==> config.mk <==
export PLATFORM = sky130hd
export DESIGN_NAME = sar_code_averager_flat
export DESIGN_NICKNAME = d
export VERILOG_FILES = /design/src/rtl/sar_adc_pkg.sv /design/src/rtl/sar_code_averager_if.sv /design/src/rtl/sar_code_averager.sv /design/src/flat_wrapper.sv
export SDC_FILE = /design/constraint.sdc
export NUM_CORES = 1
export LEC_CHECK = 0
export ABC_AREA = 0
export CAP_MARGIN = 20
export CELL_PAD_IN_SITES_DETAIL_PLACEMENT = 0
export CELL_PAD_IN_SITES_GLOBAL_PLACEMENT = 1
export CORE_ASPECT_RATIO = 0.8
export CORE_UTILIZATION = 44
export CTS_CLUSTER_SIZE = 14
export DETAILED_ROUTE_END_ITERATION = 12
export GPL_ROUTABILITY_DRIVEN = 0
export PLACE_DENSITY_LB_ADDON = 0.1
export SYNTH_ARGS = -nofsm -noshare
export SYNTH_HDL_FRONTEND = slang
export SYNTH_SLANG_ARGS = --single-unit
==> constraint.sdc <==
create_clock -name clk -period 4 [get_ports clk]
set_input_delay 0.8 -clock clk [delete_from_list [all_inputs] [get_ports clk]]
set_output_delay 0.8 -clock clk [all_outputs]
set_load 0.005 [all_outputs]
==> src/rtl/sar_adc_pkg.sv <==
`default_nettype none
// ============================================================================
//  Module      : sar_adc_pkg
//  Description : Shared definitions for the SAR ADC digital back end. Holds
//                the default conversion width, the legal averaging range and
//                the result-buffer state encoding. The result struct itself is
//                width-dependent and is declared inside sar_code_averager.
//  Revision    : 1.0 - initial release
// ============================================================================
package sar_adc_pkg;

    // Default conversion code width (ADC resolution).
    localparam int SAR_N_DEFAULT = 10;

    // Largest supported log2 of samples per averaging block.
    localparam int LOG2_AVG_MAX  = 8;

    // Single-entry output buffer occupancy.
    typedef enum logic [0:0] {
        BUF_EMPTY = 1'b0,
        BUF_FULL  = 1'b1
    } buf_state_t;

endpackage
`default_nettype wire

==> src/rtl/sar_code_averager_if.sv <==
`default_nettype none
// ============================================================================
//  Module      : sar_code_averager_if
//  Description : Valid/ready result channel carrying one averaging block
//                result (sum, min, max, clip) to the digital back end.
//  Ports       : avg_sum   - exact block sum, N+LOG2_AVG bits
//                avg_min   - smallest code in block
//                avg_max   - largest code in block
//                avg_clip  - block contained a rail code
//                avg_valid - result held and not yet consumed
//                avg_ready - consumer accepts result
//  Modports    : master (result producer), slave (result consumer)
//  Revision    : 1.0 - initial release
// ============================================================================
interface sar_code_averager_if #(
    parameter int N        = 10,
    parameter int LOG2_AVG = 4
);
    logic [N+LOG2_AVG-1:0] avg_sum;
    logic [N-1:0]          avg_min;
    logic [N-1:0]          avg_max;
    logic                  avg_clip;
    logic                  avg_valid;
    logic                  avg_ready;

    modport master (
        output avg_sum, avg_min, avg_max, avg_clip, avg_valid,
        input  avg_ready
    );

    modport slave (
        input  avg_sum, avg_min, avg_max, avg_clip, avg_valid,
        output avg_ready
    );
endinterface
`default_nettype wire

==> src/rtl/sar_code_averager.sv <==
`default_nettype none
// ============================================================================
//  Module      : sar_code_averager
//  Description : Accumulates 2^LOG2_AVG consecutive SAR conversion codes into
//                one block result (exact sum, min, max, clip) and holds it in
//                a single-entry valid/ready buffer. Blocks that complete while
//                the buffer is full and not being drained are dropped and
//                flagged on the sticky ovr output.
//  Ports       : clk        - conversion-domain clock
//                rst        - synchronous active-high reset
//                en         - accumulation enable; low abandons partial block
//                code_in    - conversion code
//                code_valid - one-cycle strobe per conversion
//                res        - result channel (master modport)
//                ovr        - sticky dropped-block flag
//                ovr_clr    - clears ovr (a simultaneous overrun wins)
//  Revision    : 1.0 - initial release
// ============================================================================
module sar_code_averager
    import sar_adc_pkg::*;
#(
    parameter int N        = SAR_N_DEFAULT,
    parameter int LOG2_AVG = 4
) (
    input  wire logic         clk,
    input  wire logic         rst,
    input  wire logic         en,
    input  wire logic [N-1:0] code_in,
    input  wire logic         code_valid,
    sar_code_averager_if.master res,
    output logic              ovr,
    input  wire logic         ovr_clr
);

    localparam int c_SUM_W = N + LOG2_AVG;
    // Keep the counter at least one bit wide so LOG2_AVG=0 elaborates; in that
    // case it is held at zero and every accepted sample is the last one.
    localparam int c_CNT_W = (LOG2_AVG > 0) ? LOG2_AVG : 1;
    localparam logic [c_CNT_W-1:0] c_CNT_LAST = c_CNT_W'((1 << LOG2_AVG) - 1);
    localparam logic [N-1:0]       c_CODE_MAX = '1;

    typedef struct packed {
        logic [c_SUM_W-1:0] sum;
        logic [N-1:0]       min;
        logic [N-1:0]       max;
        logic               clip;
    } avg_result_t;

    // Running block state
    logic [c_SUM_W-1:0] r_acc;
    logic [c_CNT_W-1:0] r_cnt;
    logic [N-1:0]       r_min;
    logic [N-1:0]       r_max;
    logic               r_clip;

    // Output buffer
    buf_state_t  r_state;
    buf_state_t  w_state_next;
    avg_result_t r_result;
    logic        r_ovr;

    logic        w_accept;
    logic        w_done;
    logic        w_load;
    logic        w_ovr_set;
    avg_result_t w_cand;

    assign w_accept = en & code_valid;
    assign w_done   = w_accept & (r_cnt == c_CNT_LAST);

    // Candidate result always includes the current sample, so on the final
    // sample of a block it is exactly the block result.
    always_comb begin
        w_cand      = '0;
        w_cand.sum  = r_acc + c_SUM_W'(code_in);
        w_cand.min  = (code_in < r_min) ? code_in : r_min;
        w_cand.max  = (code_in > r_max) ? code_in : r_max;
        w_cand.clip = r_clip | (code_in == '0) | (code_in == c_CODE_MAX);
    end

    // Accumulator and min/max tracking. Completion and en=0 both return the
    // block to its cleared state so the next sample starts a new block.
    always_ff @(posedge clk) begin
        if (rst || !en || w_done) begin
            r_acc  <= '0;
            r_cnt  <= '0;
            r_min  <= c_CODE_MAX;
            r_max  <= '0;
            r_clip <= 1'b0;
        end else if (w_accept) begin
            r_acc  <= w_cand.sum;
            r_cnt  <= r_cnt + c_CNT_W'(1);
            r_min  <= w_cand.min;
            r_max  <= w_cand.max;
            r_clip <= w_cand.clip;
        end
    end

    always_ff @(posedge clk) begin
        if (rst) begin
            r_state <= BUF_EMPTY;
        end else begin
            r_state <= w_state_next;
        end
    end

    // A completion arriving while the held result is being transferred
    // replaces it directly; only a completion against a stalled full buffer
    // is lost.
    always_comb begin
        w_state_next = r_state;
        w_load       = 1'b0;
        w_ovr_set    = 1'b0;
        case (r_state)
            BUF_EMPTY: begin
                if (w_done) begin
                    w_state_next = BUF_FULL;
                    w_load       = 1'b1;
                end
            end
            BUF_FULL: begin
                if (w_done) begin
                    if (res.avg_ready) begin
                        w_load    = 1'b1;
                    end else begin
                        w_ovr_set = 1'b1;
                    end
                end else if (res.avg_ready) begin
                    w_state_next = BUF_EMPTY;
                end
            end
            default: begin
                w_state_next = BUF_EMPTY;
            end
        endcase
    end

    always_ff @(posedge clk) begin
        if (rst) begin
            r_result <= '0;
        end else if (w_load) begin
            r_result <= w_cand;
        end
    end

    always_ff @(posedge clk) begin
        if (rst) begin
            r_ovr <= 1'b0;
        end else if (w_ovr_set) begin
            r_ovr <= 1'b1;
        end else if (ovr_clr) begin
            r_ovr <= 1'b0;
        end
    end

    assign res.avg_sum   = r_result.sum;
    assign res.avg_min   = r_result.min;
    assign res.avg_max   = r_result.max;
    assign res.avg_clip  = r_result.clip;
    assign res.avg_valid = (r_state == BUF_FULL);
    assign ovr           = r_ovr;

endmodule
`default_nettype wire

==> src/flat_wrapper.sv <==
// flat-port wrapper written by rule: the top's interface ports become plain ports
module sar_code_averager_flat import sar_adc_pkg::*;
#(
    parameter int N        = SAR_N_DEFAULT,
    parameter int LOG2_AVG = 4
)
  (clk, rst, en, code_in, code_valid, ovr, ovr_clr, res_avg_sum, res_avg_min, res_avg_max, res_avg_clip, res_avg_valid, res_avg_ready);
  sar_code_averager_if #(.N(N), .LOG2_AVG(LOG2_AVG)) res_i ();
  input  wire logic clk;
  input  wire logic rst;
  input  wire logic en;
  input  wire logic [N-1:0] code_in;
  input  wire logic code_valid;
  output logic ovr;
  input  wire logic ovr_clr;
  output wire logic [$bits(res_i.avg_sum)-1:0] res_avg_sum;
  output wire logic [$bits(res_i.avg_min)-1:0] res_avg_min;
  output wire logic [$bits(res_i.avg_max)-1:0] res_avg_max;
  output wire logic [$bits(res_i.avg_clip)-1:0] res_avg_clip;
  output wire logic [$bits(res_i.avg_valid)-1:0] res_avg_valid;
  input wire logic [$bits(res_i.avg_ready)-1:0] res_avg_ready;
  assign res_avg_sum = res_i.avg_sum;
  assign res_avg_min = res_i.avg_min;
  assign res_avg_max = res_i.avg_max;
  assign res_avg_clip = res_i.avg_clip;
  assign res_avg_valid = res_i.avg_valid;
  assign res_i.avg_ready = res_avg_ready;
  sar_code_averager #(.N(N), .LOG2_AVG(LOG2_AVG)) u_core (.clk(clk), .rst(rst), .en(en), .code_in(code_in), .code_valid(code_valid), .res(res_i), .ovr(ovr), .ovr_clr(ovr_clr));
endmodule
* After elaboration in Yosys (flattened, before gate mapping)
Cells that the tools add are included.
** Operators by class
- Add/sub/neg operators :: 2
- Equality and inequality tests :: 2
- Reductions and logical operators :: 5
- Bitwise logic cells :: 5
- Multiplexer cells :: 13
- Magnitude comparators :: 2
** Operators with widths (count)
- $mux 10 :: 2
- $add 14x10->14 :: 1
- $eq 10x10->1 const B :: 1
- $gt 10x10->1 :: 1
- $logic_not 10->1 :: 1
- $lt 10x10->1 :: 1
- $mux 1 :: 9
- $add 4x1->4 const B :: 1
- $eq 4x4->1 const B :: 1
- $pmux 1 s2 :: 2
- $and 1x1->1 :: 2
- $logic_or 1x1->1 :: 2
- $or 1x1->1 :: 2
- $reduce_bool 2->1 :: 1
- $logic_not 1->1 :: 1
- $not 1->1 :: 1
** Word-level totals
- Register bits after elaboration :: 76
- Word-level logic and storage cells :: 40
- Bits of input ports :: 16

* Depth between registers and ports, before layout
- Word-level depth :: 5
- Mapped depth :: 9
- Gate-level depth less buffers :: 9

* Least setup slack after synthesis
OpenSTA, ideal clock, no wires.
- Kind :: in2reg
- Start :: input port code_in[0]
- End :: register u_core.r_result (netlist bit u_core.res.avg_sum[12])
- Path slack :: 1.548 ns
- Setup time :: 0.086 ns
- Required time :: 3.914 ns
- Buffers on the path :: 0
- Arrival time :: 2.366 ns
- Cell stages on the path :: 9
- Cells stage by stage :: ha_1 inv_1 fa_1 nor2b_1 o31a_1 o21ai_0 a211oi_1 xnor2_1 a211oi_1
** On the way
- Cells in the longest elaborated chain, start to end :: 1
** Ends and longest elaborated chain
- from (decl) :: line flat_wrapper.sv:12 : input wire logic [N-1:0] code_in;
- $add 14x10->14 :: line sar_code_averager.sv:75 : w_cand.sum = r_acc + c_SUM_W'(code_in);
- to (signal assigned) :: line sar_code_averager.sv:142 : r_result <= w_cand;
- to (decl) :: line sar_code_averager.sv:59 : avg_result_t r_result;
Every way passes these cells.
A chain may end at the register's enable or synchronous reset.

* Worst setup path in the final report
- Start :: input port code_in[3]
- End :: register u_core.r_result (netlist bit u_core.res.avg_max[9])
** On the way
- Cells in the longest elaborated chain, start to end :: 2
** Ends and longest elaborated chain
- $gt 10x10->1 :: line sar_code_averager.sv:77 : w_cand.max = (code_in > r_max) ? code_in : r_max;
- $mux 10 :: line sar_code_averager.sv:77
Every way passes these cells.

==> summary.txt <==
DETAILED ROUTING
---------------------------------------------------------------------------------
DRT iter0 DRCs                                                                290
Routed via count                                                             3666
Via density per instance                                                     5.66
Routed wirelength normalized by instance count                            17.2 um
Total wire length                                                        11200 um
Post-route antenna net violation count                                          0
First drt pass iteration count                                                  5
# DRC                                                                           0

GRT
---------------------------------------------------------------------------------
Combined global-route utilization of all metal layers                       25.0%
Remaining global-route overflow                                                 0
Vias in the first global route                                               3491
Initial antenna violation count                                                 0
First-pass GRT wire length                                               17900 um
Pin count of the biggest net entering global routing                           40

TIMING
---------------------------------------------------------------------------------
Final sum of negative setup slack                                            0 ns
Highest Clock Rate                                                      0.305 GHz
Final cycle utilization of the critical path                                81.9%
# setup viols final                                                             0
Setup repair after global routing missed its margin                         false
Endpoints failing hold                                                          0
Max transition margin                                                       48.4%
Shortest period the worst path allows                                     3.28 ns
Clock tree skew after final layout                                     0.00637 ns
Slew of the pin with the lowest slew margin                              0.773 ns
Final number of max-transition violations                                       0

FLOORPLANNING
---------------------------------------------------------------------------------
Starting Density                                                            46.1%
Core Region                                                            8630 sq um
Site row count                                                                 30
Height of the die                                                         87.0 um
Floorplan die width                                                        108 um
Number of placed I/O pins                                                      53
Total die area                                                         9420 sq um

CRITICAL PATH
---------------------------------------------------------------------------------
Most numerous cell on the critical path                                    a21o_1
Cell family with the largest share of critical-path delay            compound AO/OA/AOI/OAI gates
Type of the worst setup path                                            in -> reg
Worst path required time                                                  4.22 ns
Setup crit start kind                                                  input port
Crit path buffers/inverters                                                     1
Largest stage delay on the critical path                                  0.69 ns
Worst endpoint data arrival time                                          3.50 ns
Maximum net fanout on the critical path                                        11
Crit end category                                                       flip-flop
Critical-path cell list                                              clkdlybuf4s50_1 -> ha_1 -> a21o_1 -> a21o_1 -> a221o_1 -> a21oi_2 -> o21ai_2 -> o221a_2
Critical path's slowest cell                                         clkdlybuf4s50_1

SYNTHESIS
---------------------------------------------------------------------------------
Synth top area cells                                                 dfxtp_1, ha_1, nor2_1, a21oi_1, nand2_1
Synth top area share                                                        38.3%
Number of warnings issued by yosys                                              0
Number of synthesized flops with an enable pin                                  0
Most common flop cell mapped by yosys                                     dfxtp_1
Leading cell type by number of instances after synthesis                  dfxtp_1
Fraction of synthesis flops using an asynchronous set or reset pin             0%
Sequential cell area fraction in the yosys report                           38.3%
Xor and xnor area share after synthesis                                     3.52%
Most frequent cells after synthesis                                  dfxtp_1, nor2_1, nand2_1, a21oi_1, ha_1
Adder-cell area share of the yosys netlist                                  9.94%
Share of synthesized cell area in and, or, nand and nor gates               19.4%
Post-Syn Area per Cell                                                 8.34 sq um
Multiplexer fraction of the synthesized cell area                           3.02%
Total of flip-flops plus latches after synthesis                               76
Share of the synthesized area in compound gates (AO/OA/AOI/OAI)             20.8%
Largest family of logic cells by synthesized area                    compound AO/OA/AOI/OAI gates
Synth area leader                                                         dfxtp_1
Net Count, Synth                                                              524
Synth unique cells                                                             46
Cell area after synthesis                                              3980 sq um
Count of mapped cells out of synthesis                                        477

PLACE
---------------------------------------------------------------------------------
Cell area after placement                                              4670 sq um
HPWL after DPL                                                            7910 um
Number of input and output port buffers inserted                               52
Cells after DPL                                                               633

POWER AND IR DROP
---------------------------------------------------------------------------------
Largest voltage drop on the vdd net                                    0.000253 V
Overall power of the completed layout                                   0.00184 W
Power density of the placed cells                                     368 nW/um^2
Leakage Power                                                             1.88 nW

CTS
---------------------------------------------------------------------------------
Total CTS buffers                                                               9
Clock Sinks                                                                    76
Post-CTS setup buffer count                                                     0
CTS tree                                                                      yes
Resize count post-CTS                                                           0
Clock root cell                                                         clkbuf_16
# hold bufs at CTS                                                              0
CTS clk-pin slew, worst paths                                             0.06 ns
Worst-case clock buffer depth                                                   2
Skew-Pair Late Insertion Delay                                            0.34 ns
H-tree Lvls                                                                     3

CELLS AND AREA
---------------------------------------------------------------------------------
Area growth syn-to-layout                                                   25.7%
Antenna cells                                                                   0
Post-Route Utilization                                                      57.9%
Layout cell share with drive strength beyond 1                              9.33%
Layout net count                                                              579
Layout Cells excl Fill                                                        648
Final cell area excluding filler cells                                 5000 sq um

MIN PATH
---------------------------------------------------------------------------------
Tightest Hold Check Type                                               reg -> reg

JOB
---------------------------------------------------------------------------------
MaxCap Viol Count                                                               0

RUN STATUS
---------------------------------------------------------------------------------
Status                                                               finished clean

worst reg2reg max path, stage by stage, from the launching register on:
cell     delay (ns)
dfxtp_1        0.37
inv_1          0.06
ha_1           0.28
a21o_1         0.16
a21o_1         0.17
a221o_1        0.32
a21oi_2        0.43
o21ai_2        0.28
o221a_2        0.33
worst paths after layout:
path	startpoint	endpoint	slack (ns)	cells after the start
max	code_in[3]	u_core.res.avg_max[9]$_SDFFE_PP0P_	0.72	8
min	u_core.res.avg_sum[3]$_SDFFE_PP0P_	u_core.res.avg_sum[3]$_SDFFE_PP0P_	0.45	2
max reg2reg	u_core.r_max[3]$_SDFFE_PP0P_	u_core.res.avg_max[9]$_SDFFE_PP0P_	1.49	8
min reg2reg	u_core.res.avg_sum[3]$_SDFFE_PP0P_	u_core.res.avg_sum[3]$_SDFFE_PP0P_	0.45	2
report_power, final:
part | total [W] | switching, W | leakage [nW] | internal [W]
logic | 0.000177 | 0.000111 | 1.11 | 0.0000660
clock network | 0.000894 | 0.000318 | 0.158 | 0.000576
registers | 0.000770 | 0.00000573 | 0.614 | 0.000765
through the flow:
| stage | worst slack [ns] | hold slack, ns |
|---|---|---|
| 2_1_floorplan | 1.55 | 0.436 |
| 3_3_place_gp | 0.430 | 0.444 |
| 3_5_place_dp | 0.420 | 0.446 |
| 4_1_cts | 0.764 | 0.454 |
| 5_1_grt | 0.541 | 0.478 |
| 6_report | 0.724 | 0.453 |
sequential cells by signal (all words and copies together) (netlist names):
name                  count
u_core.res.avg_min       10
u_core.res.avg_max       10
u_core.ovr                1
u_core.r_acc             14
u_core.r_clip             1
u_core.r_cnt              4
u_core.r_max             10
u_core.res.avg_sum       14
u_core.r_min             10
u_core.res.avg_valid      1
u_core.res.avg_clip       1
routing by layer:
layer	vias up	wire length [um]	share of wire (%)	GRT usage [%]
met5	-	0	0	0
met4	0	121	1.1	7.74
met3	11	638	5.7	4.94
met2	122	4840	43	37.9
met1	1716	5570	50	35.7
li1	1817	-	-	-
cells by family (layout without fill, tap and decap cells):
family	Yosys count	in the layout
fa+ha+maj	31	31
compound gates	124	124
buf+inv	49	108
simple gates	169	169
xor+xnor	16	16
flops	76	76
mux	12	12
area by class of cell:
class / instances / area, sq um
inverters: 25 / 93.8
clock buffers: 11 / 253
multi-input cells: 352 / 2270
well taps: 112 / 140
flip-flops and latches: 76 / 1520
repair buffers: 68 / 648
fillers: 807 / 3630
clock inverters: 4 / 72.6
cells in the final DEF (no fill, tap or decap), types with 3 or more instances in the layout:
master,n
mux2i_1,12
o21ai_0,19
a211oi_1,20
a31oi_1,9
and4_1,4
nor2_1,57
ha_1,30
xnor2_1,13
inv_1,25
clkbuf_16,9
nand4_1,6
o211ai_1,3
and2_1,3
o221a_2,10
dfxtp_1,76
nand2_1,47
a21o_1,9
buf_4,14
clkdlybuf4s50_1,52
nand3_1,19
a21oi_1,38
nor3_1,15
nor2b_1,4
xor2_1,3
Power figures use the tool's default switching activity.
